`config.mk`:
```
export PLATFORM = sky130hd
export DESIGN_NAME = seq_det_ctrl
export DESIGN_NICKNAME = d
export VERILOG_FILES = /design/src/rtl/seq_det_ctrl.sv
export SDC_FILE = /design/constraint.sdc
export NUM_CORES = 1
export LEC_CHECK = 0
export ABC_AREA = 1
export CORE_ASPECT_RATIO = 1.5
export CORE_MARGIN = 8
export CORE_UTILIZATION = 55
export DETAILED_ROUTE_END_ITERATION = 10
export PLACE_DENSITY = 0.9
export SKIP_CTS_REPAIR_TIMING = 1
export SYNTH_ARGS = -nofsm -noshare
export SYNTH_HDL_FRONTEND = slang
export SYNTH_SLANG_ARGS = --single-unit
```
`constraint.sdc`:
```
create_clock -name clk -period 5.02 [get_ports clk]
set_input_delay 0.502 -clock clk [delete_from_list [all_inputs] [get_ports clk]]
set_output_delay 0.502 -clock clk [all_outputs]
set_load 0.005 [all_outputs]
```
`src/rtl/seq_det_ctrl.sv`:
```
// Programmable serial sequence detector: IDLE/RUN/DONE run control, overlapping match count.
// Optional bit-count abort is built only when SEQ_DET_TIMEOUT_EN is defined.
module seq_det_ctrl #(
    parameter int PAT_W   = 4,
    parameter int LEN_W   = 3,
    parameter int CNT_W   = 8,
    parameter int TIMEOUT = 1000
) (
    input  logic             clk,
    input  logic             rst,
    input  logic             cfg_we,
    input  logic [PAT_W-1:0] cfg_pat,
    input  logic [LEN_W-1:0] cfg_len,
    input  logic [CNT_W-1:0] cfg_target,
    input  logic             start,
    input  logic             stop,
    input  logic             inp_valid,
    input  logic             inp,
    output logic             busy,
    output logic             match,
    output logic [CNT_W-1:0] match_cnt,
    output logic             done,
    output logic             timeout
);

    typedef enum logic [1:0] {IDLE, RUN, DONE} state_t;

    state_t           state, state_nxt;
    // Only the newest PAT_W-1 bits need storing; the incoming bit completes the window.
    logic [PAT_W-2:0] sh;
    logic [PAT_W-1:0] sh_nxt, pat_r, mask;
    logic [LEN_W-1:0] len_r, eff_len, fill, fill_nxt;
    logic [CNT_W-1:0] tgt_r, cnt_r, cnt_inc;
    logic             match_r;
    logic             start_go, shift_en, hit, tgt_hit, to_hit;

    generate
        if (PAT_W < 2 || (1 << LEN_W) <= PAT_W || TIMEOUT < 1) begin : g_bad_params
            $error("seq_det_ctrl: illegal parameter combination");
        end
    endgenerate

    assign start_go = start && (state != RUN);
    assign shift_en = inp_valid && (state == RUN);
    assign sh_nxt   = {sh, inp};
    assign fill_nxt = (fill == LEN_W'(PAT_W)) ? fill : fill + LEN_W'(1);
    assign eff_len  = (len_r == '0)             ? LEN_W'(1)     :
                      (len_r > LEN_W'(PAT_W))   ? LEN_W'(PAT_W) : len_r;
    assign cnt_inc  = (&cnt_r) ? cnt_r : cnt_r + CNT_W'(1);

    always_comb begin
        mask = '0;
        for (int i = 0; i < PAT_W; i++) mask[i] = (LEN_W'(i) < eff_len);
    end

    assign hit     = shift_en && (((sh_nxt ^ pat_r) & mask) == '0) && (fill_nxt >= eff_len);
    assign tgt_hit = hit && (tgt_r != '0) && (cnt_inc == tgt_r);

`ifdef SEQ_DET_TIMEOUT_EN
    localparam int TO_W = $clog2(TIMEOUT + 1);
    logic [TO_W-1:0] tcnt;
    logic            to_r;

    // A match on the final allowed bit resets the count instead of aborting.
    assign to_hit  = shift_en && !hit && (tcnt == TO_W'(TIMEOUT - 1));
    assign timeout = to_r;

    always_ff @(posedge clk or posedge rst) begin
        if (rst) begin
            tcnt <= '0;
            to_r <= 1'b0;
        end else if (start_go) begin
            tcnt <= '0;
            to_r <= 1'b0;
        end else if (shift_en) begin
            tcnt <= hit ? '0 : tcnt + TO_W'(1);
            if (to_hit) to_r <= 1'b1;
        end
    end
`else
    assign to_hit  = 1'b0;
    assign timeout = 1'b0;
`endif

    always_ff @(posedge clk or posedge rst) begin
        if (rst) state <= IDLE;
        else     state <= state_nxt;
    end

    always_comb begin
        state_nxt = state;
        case (state)
            IDLE:    if (start) state_nxt = RUN;
            RUN:     if (tgt_hit || stop || to_hit) state_nxt = DONE;
            DONE:    if (start) state_nxt = RUN;
            default: state_nxt = IDLE;
        endcase
    end

    always_ff @(posedge clk or posedge rst) begin
        if (rst) begin
            sh      <= '0;
            fill    <= '0;
            cnt_r   <= '0;
            match_r <= 1'b0;
            pat_r   <= '0;
            len_r   <= '0;
            tgt_r   <= '0;
        end else begin
            match_r <= hit;
            if (start_go) begin
                sh    <= '0;
                fill  <= '0;
                cnt_r <= '0;
            end else if (shift_en) begin
                sh   <= sh_nxt[PAT_W-2:0];
                fill <= fill_nxt;
                if (hit) cnt_r <= cnt_inc;
            end
            // Config is frozen while running and on the cycle a run is launched.
            if (cfg_we && (state != RUN) && !start) begin
                pat_r <= cfg_pat;
                len_r <= cfg_len;
                tgt_r <= cfg_target;
            end
        end
    end

    assign busy      = (state == RUN);
    assign done      = (state == DONE);
    assign match     = match_r;
    assign match_cnt = cnt_r;

endmodule

```
# == After elaboration in Yosys (flattened, before gate mapping) ==
# Cells that the tools add are included.
# totals
in_bits,22
latchBits,0
rom_bits,0
ram_bits,0
reg_bits,32
word_cells,59
n_memories,0
output_inout_bits,12
# classes
div,0
eq_ne,7
n_bitwise,2
order_cmp,6
reduce_logical,20
add_sub_neg,2
n_mux,14
n_mul,0
shifts,0
# op_table
operator,n
two-way mux 8 bit,4
two-way mux 3 bit,7
adder 8 x 1 -> 8 bit (second input constant),1
equality test 8 bit,1
logical AND 1 bit,8
AND reduction 8 bit,1
nonzero test 8 bit,1
less-than comparator 1 x 3 -> 1 bit (first input constant),2
less-than comparator 2 x 3 -> 1 bit (first input constant),2
inequality test 2 x 1 -> 1 bit (second input constant),3
AND 4 bit,1
zero test 4 bit,1
two-way mux 2 bit,2
case mux 2 bit (2 select lines),1
AND reduction 2 bit,2
nonzero test 2 bit,2
bitwise XOR 4 bit,1
adder 3 x 1 -> 3 bit (second input constant),1
equality test 3 bit (second input constant),1
>= comparator 3 bit,1
greater-than comparator 3 bit (second input constant),1
zero test 3 bit,1
equality test 2 x 1 -> 1 bit (second input constant),1
equality test 2 bit (second input constant),1
4 further kinds,4

# == Logic depth before layout (Yosys ltp) ==
# Gate-level depths: netlist (run 1).
# depth
ltp_word,13
ltp_mapped,16
mapped_depth_nobuf,16

# == Worst setup path before layout (run 1) ==
# OpenSTA, ideal clock, no wires.
# synth_timing
path_type,register to register
from,reg fill[0]
to,reg cnt_r[0] (netlist: match_cnt[0])
synth_period_minus_slack_ps,1995
setup_ps,127
path_buffers,0
stages_incl_launch_ff,15
arrival_time_ps,1868
t_required_ps,4893
path_slack_ps,3025
path_cell_list,dfrtp_1 > inv_1 > ha_1 > nand2_1 > xor2_1 > ha_1 > inv_1 > nand2_1 > a21o_1 > nand2_1 > nand2_1 > nand4_1 > clkinv_1 > nand3_1 > o21ai_0
# synth_via
elab_chain_len,6
word_cells_on_any_way,7
cone_classes,1 x add/sub; 1 x order compare; 1 x eq/ne; 1 x mux; 3 x reduce/logical
# synth_lines
element,line,source
from (decl),32,"logic [LEN_W-1:0] len_r, eff_len, fill, fill_nxt;"
from (signal assigned),117,fill <= fill_nxt;
adder 3 x 1 -> 3 bit / equality test 3 bit (equally long branches),46,assign fill_nxt = (fill == LEN_W'(PAT_W)) ? fill : fill + LEN_W'(1);
two-way mux 3 bit *,46,
>= comparator 3 bit *,56,assign hit = shift_en && (((sh_nxt ^ pat_r) & mask) == '0) && (fill_nxt >= eff_len);
logical AND 1 bit *,56,
via hit,35,"logic start_go, shift_en, hit, tgt_hit, to_hit;"
nonzero test 2 bit (no line) *,--,
AND reduction 2 bit (no line) *,--,
to (signal assigned),118,if (hit) cnt_r <= cnt_inc;
to (decl),33,"logic [CNT_W-1:0] tgt_r, cnt_r, cnt_inc;"
# The timed path passes the listed nets; every way through them passes the cells marked *.
# A chain may end at the register's enable or synchronous reset.

# == Worst setup path after layout (run 1) ==
# layout_timing
from,reg fill[0]
to,reg cnt_r[1] (netlist: match_cnt[1])
# Same word-level chain as after synthesis.

==> results of run 1 <==
worst register-to-register path: stages, from the launching register on:
cell	delay [ns]
sky130_fd_sc_hd__dfrtp_1	0.36
sky130_fd_sc_hd__inv_1	0.08
sky130_fd_sc_hd__ha_1	0.20
sky130_fd_sc_hd__nand2_1	0.09
sky130_fd_sc_hd__xor2_1	0.23
sky130_fd_sc_hd__ha_1	0.27
sky130_fd_sc_hd__inv_1	0.05
sky130_fd_sc_hd__nand2_1	0.04
sky130_fd_sc_hd__a21o_1	0.14
sky130_fd_sc_hd__nand2_1	0.05
sky130_fd_sc_hd__nand2_1	0.04
sky130_fd_sc_hd__nand4_1	0.13
sky130_fd_sc_hd__clkinv_1	0.28
sky130_fd_sc_hd__nand3_1	0.14
sky130_fd_sc_hd__o21ai_0	0.09
metrics by stage:
stage / instance area, sq um / utilization, % / setup slack (ns)
final: 2340 / 69.8 / 2.72
after global routing: 2340 / 69.8 / 2.46
after CTS: 2340 / 69.8 / 2.70
after detailed placement: 2240 / 66.9 / 2.68
after global placement: 2240 / 66.9 / 2.74
after floorplan: 1890 / - / 3.03
logic make-up after synthesis:
group | Yosys count | synth area share, %
fa+ha+maj | 6 | 3.98
other cells | 1 | 0.199
simple gates | 127 | 30.9
flops | 32 | 42.4
compound gates | 27 | 7.43
xor+xnor | 8 | 3.71
buf+inv | 39 | 8.36
mux | 5 | 2.98
synthesized netlist by cell type (all sizes together) (3+ instances only):
master / number / area share [%]
xnor2: 4 / 1.9
a21oi: 13 / 3.4
nand4: 3 / 0.99
dfrtp: 32 / 42
inv: 34 / 6.8
xor2: 4 / 1.9
nor2: 25 / 6.3
nand2: 66 / 14
mux2: 5 / 3.0
ha: 6 / 4.0
nand3: 32 / 9.0
o21ai: 11 / 2.9
per-layer routing:
metal	part of all wire, %	up-vias
met1	36	817
met3	4.5	13
li1	-	852
met2	57	45
met5	0	-
met4	2.6	0
layout make-up:
cell class                 instances  share of cell area (%)
tap                               42                    2.25
timing repair buffer              33                    14.0
clock buffer                       7                    4.12
inverter                          35                    5.62
multi-input combinational        174                    39.7
sequential                        32                    34.3
flip-flops by register name (all words and copies together), names as in the netlist:
| signal | count |
|---|---|
| fill | 3 |
| len_r | 3 |
| match | 1 |
| match_cnt | 8 |
| pat_r | 4 |
| sh | 3 |
| state | 2 |
| tgt_r | 8 |
power by group through the flow:
stage | Combinational, mW | Clock [mW] | Sequential [mW]
after global placement | 0.240 | 0 | 0.343
after detailed placement | 0.250 | 0 | 0.347
after floorplan | 0.181 | 0 | 0.340
final | 0.249 | 0.213 | 0.343
after CTS | 0.251 | 0.216 | 0.343
after global routing | 0.285 | 0.227 | 0.348
final timing paths:
kind | end | depth (start not counted) | from
max | match_cnt[1] | 14 | fill[0]
min in group asynchronous | match_cnt[6] | 3 | rst
min reg2reg | pat_r[1] | 1 | pat_r[1]
min | pat_r[1] | 1 | pat_r[1]
max reg2reg | match_cnt[1] | 14 | fill[0]
max in group asynchronous | tgt_r[0] | 3 | rst
cells in the final DEF (no fill, tap or decap), drive strengths merged:
cell type / count
buf: 1
nand4: 3
a21oi: 13
dfrtp: 32
inv: 34
clkinv: 1
nor2: 25
xor2: 4
o21ai: 11
mux2: 5
xnor2: 4
nand2: 66
conb: 1
clkdlybuf4s50: 32
ha: 6
nand3b: 1
clkbuf: 7
nand3: 32
a21o: 1
o22ai: 2
==> results.tsv, run 1 <==
stage	metric	value	unit
logic_synthesis	syn_nets	273	
worst_setup_path	setup.worst_path.end_class	flip-flop	
clocking	tritoncts_clock_tree	built	
logic_synthesis	synth_warnings	0	
routing	routed_wl	4.24	mm
sta	post-route-period-util	45.8	%
worst_setup_path	worst_ep_arrival_time	2.46	ns
final_layout	multi_input_gate_area_in_the_final_layout	928	sq um
worst_setup_path	timing.critical_path.cells	inv_1 -> ha_1 -> nand2_1 -> xor2_1 -> ha_1 -> inv_1 -> nand2_1 -> a21o_1 -> nand2_1 -> nand2_1 -> nand4_1 -> clkinv_1 -> nand3_1 -> o21ai_0	
power	power.combinational.fraction	31.0	%
final_layout	nNetsFinal	309	
clocking	htreeDepth	2	
floorplan	fp.dieArea	5600	sq um
final_layout	regArea	801	sq um
power	sw_frac_of_total	32.5	%
run_status	outcome	complete, no violations	
sta	totalNegativeSetupSlack	0	ns
sta	rsz0062_at_grt	false	
global_route	grt_usage	15.7	%
power	pwr-share-seq	42.6	%
power	total_power	805	uW
worst_hold_path	holdCritPathClass	flip-flop to flip-flop	
clocking	clkLatencyLatePin	0.28	ns
floorplan	ioPinCount	34	
floorplan	row_count	26	
logic_synthesis	synth-edff-count	0	
global_route	busiest_layer_in_global_routing	met2	
place	number_of_placed_instances_with_taps_included	316	
sta	finalHoldWorstSlack	0.523	ns
worst_setup_path	path_class	flip-flop to flip-flop	
power	clockPowerShare	26.5	%
worst_setup_path	crit_fanout	9	
global_route	grt_use_met3	4.74	%
global_route	grt_max_degree	33	
clocking	cts-root-buf	sky130_fd_sc_hd__clkbuf_8	
worst_setup_path	critical_path.top_delay_family	simple AND/OR/NAND/NOR gates	
logic_synthesis	syn_inst	245	
sta	fmax	435	MHz
logic_synthesis	synth_area	1890	sq um
floorplan	floorplan.initialDensity	56.3	%
power	total_leakage_power	1.14	nW
sta	maxSlewHeadroom	38.9	%
routing	detail_route.iter0.violations	101	
worst_setup_path	cpMostUsedCell	sky130_fd_sc_hd__nand2_1	
power	irDropWorstVdd	0.287	mV
global_route	number_of_antenna_violations_at_the_first_check_in_global_routing	0	
power	ratio_of_total_power_to_cell_area	345	nW/um^2
floorplan	die_w	63.8	um
logic_synthesis	synth_cell_types	26	
worst_setup_path	regToRegSetupSlack	2.72	ns
worst_setup_path	cp_slowest_cell	sky130_fd_sc_hd__dfrtp_1	
power	p_sw	261	uW
routing	antenna_left	0	
place	routabilityCongestion	0.835	
logic_synthesis	synth_top_flop_cell	sky130_fd_sc_hd__dfrtp_1	
run	cap_viol_max_count	0	
floorplan	core	3350	sq um
final_layout	fillerInstances	263	
global_route	grt_pass1_vias	1676	
power	p_int	544	uW
floorplan	die_boundary_height	87.7	um
final_layout	area_growth	23.9	%
place	dp_hpwl	3.32	mm
worst_setup_path	worst-path-buf-inv	3	
global_route	grt_pass1_wl	7.07	mm
clocking	clk_transition_reported_paths	0.07	ns
place	port_buffers	32	
sta	setup_viol	0	
worst_setup_path	crit_path_launch_type	flip-flop	
final_layout	post_layout_nonfiller_instances	323	
routing	route.detailed.drc	0	
logic_synthesis	flops_latches_synth	32	
global_route	grt_util_met2	30.7	%
routing	viasPerCell	5.35	
logic_synthesis	synth_async_sr_flop_share	100	%
sta	worstMarginPinSlew	0.914	ns
global_route	overflow_left_after_global_routing	0	
sta	max_transition_viols_final	0	
clocking	clkSinkCount	32	
clocking	cts.path.max_buffers	2	
worst_setup_path	crit_required	5.18	ns
sta	final_period_minus_worst_setup_slack	2.30	ns
routing	routed-via-count	1727	
routing	drtPass1Iterations	4	
clocking	cts_buffers	5	
worst_setup_path	critPathMaxStageDelay	0.36	ns
sta	fin_worst_skew	0.00954	ns
routing	wl_per_cell	13.1	um
logic_synthesis	synth_sequential_area_ratio	42.4	%
sta	hold_viol	0	
final_layout	layout-drive-gt1-share	8.54	%
global_route	grt_util_met1	14.6	%
final_layout	antenna_cells_inserted	0	
logic_synthesis	syn_avg_cell_area	7.70	sq um
No activity file was read; power rests on OpenSTA's default activity.
==> run 2, diff against run 1 <==
--- a/config.mk
+++ b/config.mk
@@ -8,9 +8,9 @@
 export ABC_AREA = 1
 export CORE_ASPECT_RATIO = 1.5
 export CORE_MARGIN = 8
-export CORE_UTILIZATION = 55
+export CORE_UTILIZATION = 47
 export DETAILED_ROUTE_END_ITERATION = 10
-export PLACE_DENSITY = 0.9
+export PLACE_DENSITY = 0.83
 export SKIP_CTS_REPAIR_TIMING = 1
 export SYNTH_ARGS = -nofsm -noshare
 export SYNTH_HDL_FRONTEND = slang
==> constraint.sdc (replaced) <==
create_clock -name clk -period 2.1 [get_ports clk]
set_input_delay 0.21 -clock clk [delete_from_list [all_inputs] [get_ports clk]]
set_output_delay 0.21 -clock clk [all_outputs]
set_load 0.005 [all_outputs]
==> results.tsv, run 2 (synthesized netlist as in run 1, its figures left out) <==
stage	metric	value	unit
routing	drtPass1Iterations	5	
final_layout	fillerInstances	317	
clocking	htreeDepth	2	
worst_setup_path	regToRegSetupSlack	-0.05	ns
power	total_power	2.04	mW
place	routabilityCongestion	0.871	
sta	fin_worst_skew	0.0101	ns
sta	maxSlewHeadroom	61.9	%
global_route	grt_pass1_vias	1743	
routing	routed-via-count	1766	
clocking	clkLatencyLatePin	0.29	ns
sta	hold_viol	0	
worst_setup_path	setup.worst_path.end_class	flip-flop	
global_route	grt_pass1_wl	7.42	mm
sta	finalHoldWorstSlack	0.296	ns
place	dp_hpwl	3.49	mm
sta	setup_viol	9	
final_layout	layout-drive-gt1-share	15.4	%
power	ratio_of_total_power_to_cell_area	830	nW/um^2
floorplan	die_boundary_height	93.6	um
routing	detail_route.iter0.violations	65	
worst_hold_path	holdCritPathClass	input pin to async pin	
worst_setup_path	reg2reg_from	fill[1]	
global_route	overflow_left_after_global_routing	0	
floorplan	core	3890	sq um
routing	viasPerCell	5.24	
worst_setup_path	path_class	flip-flop to flip-flop	
final_layout	most_common_cell_after_layout_fill_and_taps_aside	sky130_fd_sc_hd__nand2_1	
sta	fmax	465	MHz
clocking	clk_transition_reported_paths	0.07	ns
worst_setup_path	reg2reg_depth	17	
place	port_buffers	32	
final_layout	nNetsFinal	319	
run	cap_viol_max_count	0	
global_route	grt_usage	15.2	%
final_layout	layout_common_cells	sky130_fd_sc_hd__nand2_1 (57), sky130_fd_sc_hd__dfrtp_1 (32), sky130_fd_sc_hd__clkdlybuf4s50_1 (32)	
power	irDropWorstVdd	0.652	mV
floorplan	ioPinCount	34	
sta	max_transition_viols_final	0	
clocking	cts.path.max_buffers	2	
final_layout	multi_input_gate_area_in_the_final_layout	978	sq um
sta	worstMarginPinSlew	0.570	ns
floorplan	fp.dieArea	6340	sq um
final_layout	antenna_cells_inserted	0	
sta	final_period_minus_worst_setup_slack	2.15	ns
sta	post-route-period-util	102	%
power	total_leakage_power	1.19	nW
clocking	cts-root-buf	sky130_fd_sc_hd__clkbuf_8	
floorplan	floorplan.initialDensity	48.5	%
floorplan	row_count	28	
sta	finalWorstSetupSlack	-0.0522	ns
worst_setup_path	crit_path_launch_type	flip-flop	
final_layout	fin_util	63.4	%
routing	antenna_left	0	
global_route	grt_max_degree	33	
final_layout	regArea	801	sq um
worst_setup_path	worst_ep_arrival_time	2.38	ns
run_status	outcome	finished with violations	
routing	routed_wl	4.51	mm
worst_setup_path	crit_fanout	3	
routing	route.detailed.drc	0	
floorplan	die_w	67.7	um
clocking	tritoncts_clock_tree	built	
place	pre_cts_ws	-0.0671	ns
final_layout	area_growth	30.6	%
sta	rsz0062_at_grt	true	
clocking	cts_buffers	5	
worst_setup_path	reg2reg_to	state[1]	
worst_setup_path	crit_required	2.33	ns
routing	wl_per_cell	13.4	um
run_status	failed_checks	setup timing	
global_route	number_of_antenna_violations_at_the_first_check_in_global_routing	0	
clocking	clkSinkCount	32	
[run 2: cell types whose count changed in the layout (fill, tap and decap cells not counted), sizes merged]
cell,delta
buf,+10
clkinv,-1
clkbuf,+1
clkinvlp,+1
[run 2: routing by layer]
layer  part of all wire (%)  wire, um  vias to the layer above  GRT usage (%)
met1                     35      1560                      829           14.0
met5                      0         0                        -              0
met4                    1.8        80                        0           6.30
met2                     58      2620                       55           28.8
met3                    5.7       257                       10           5.03
li1                       -         -                      872              -
[run 2: area by class of cell]
type	instances	area share, %
Sequential cell	32	32.5
Clock buffer	8	3.66
Tap cell	45	2.29
Multi-Input combinational cell	174	39.7
Inverter	35	5.49
Timing Repair Buffer	43	16.4
[run 2: worst max-delay path by stage]
stage	from	to	cells after the start
CTS	fill[0]	match_cnt[5]	14
global route	fill[0]	state[1]	14
finish	fill[1]	state[1]	17
detailed placement	fill[0]	match_cnt[5]	14
floorplan	fill[0]	match_cnt[0]	14
global placement	fill[0]	match_cnt[6]	14
[run 2: worst max-delay path, stage by stage (launching register included)]
cell                      delay, ns
sky130_fd_sc_hd__dfrtp_1       0.38
sky130_fd_sc_hd__inv_2         0.08
sky130_fd_sc_hd__ha_4          0.15
sky130_fd_sc_hd__nand2_4       0.06
sky130_fd_sc_hd__xor2_2        0.18
sky130_fd_sc_hd__ha_1          0.28
sky130_fd_sc_hd__inv_1         0.04
sky130_fd_sc_hd__nand2_1       0.04
sky130_fd_sc_hd__a21o_1        0.11
sky130_fd_sc_hd__nand2_1       0.05
sky130_fd_sc_hd__nand2_1       0.05
sky130_fd_sc_hd__nand4_1       0.14
sky130_fd_sc_hd__buf_4         0.20
sky130_fd_sc_hd__nor2_4        0.08
sky130_fd_sc_hd__nand3_2       0.07
sky130_fd_sc_hd__nand2_2       0.08
sky130_fd_sc_hd__nand2_2       0.05
sky130_fd_sc_hd__nand2_2       0.06
[run 2: through the flow]
| stage | instances | area (sq um) | setup TNS (ns) |
|---|---|---|---|
| floorplan | 245 | 1890 | 0 |
| global placement | 326 | 2300 | 0 |
| detailed placement | 326 | 2300 | -0.360 |
| CTS | 334 | 2390 | -0.472 |
| global route | 337 | 2460 | -2.02 |
| finish | 337 | 2460 | -0.225 |
[run 2: where the power goes]
part	switching [mW]	total, mW	leakage [nW]	internal, mW
Sequential	0.0841	0.825	0.399	0.741
Combinational	0.383	0.730	0.744	0.347
Clock	0.223	0.490	0.0455	0.267
Total	0.690	2.04	1.19	1.35
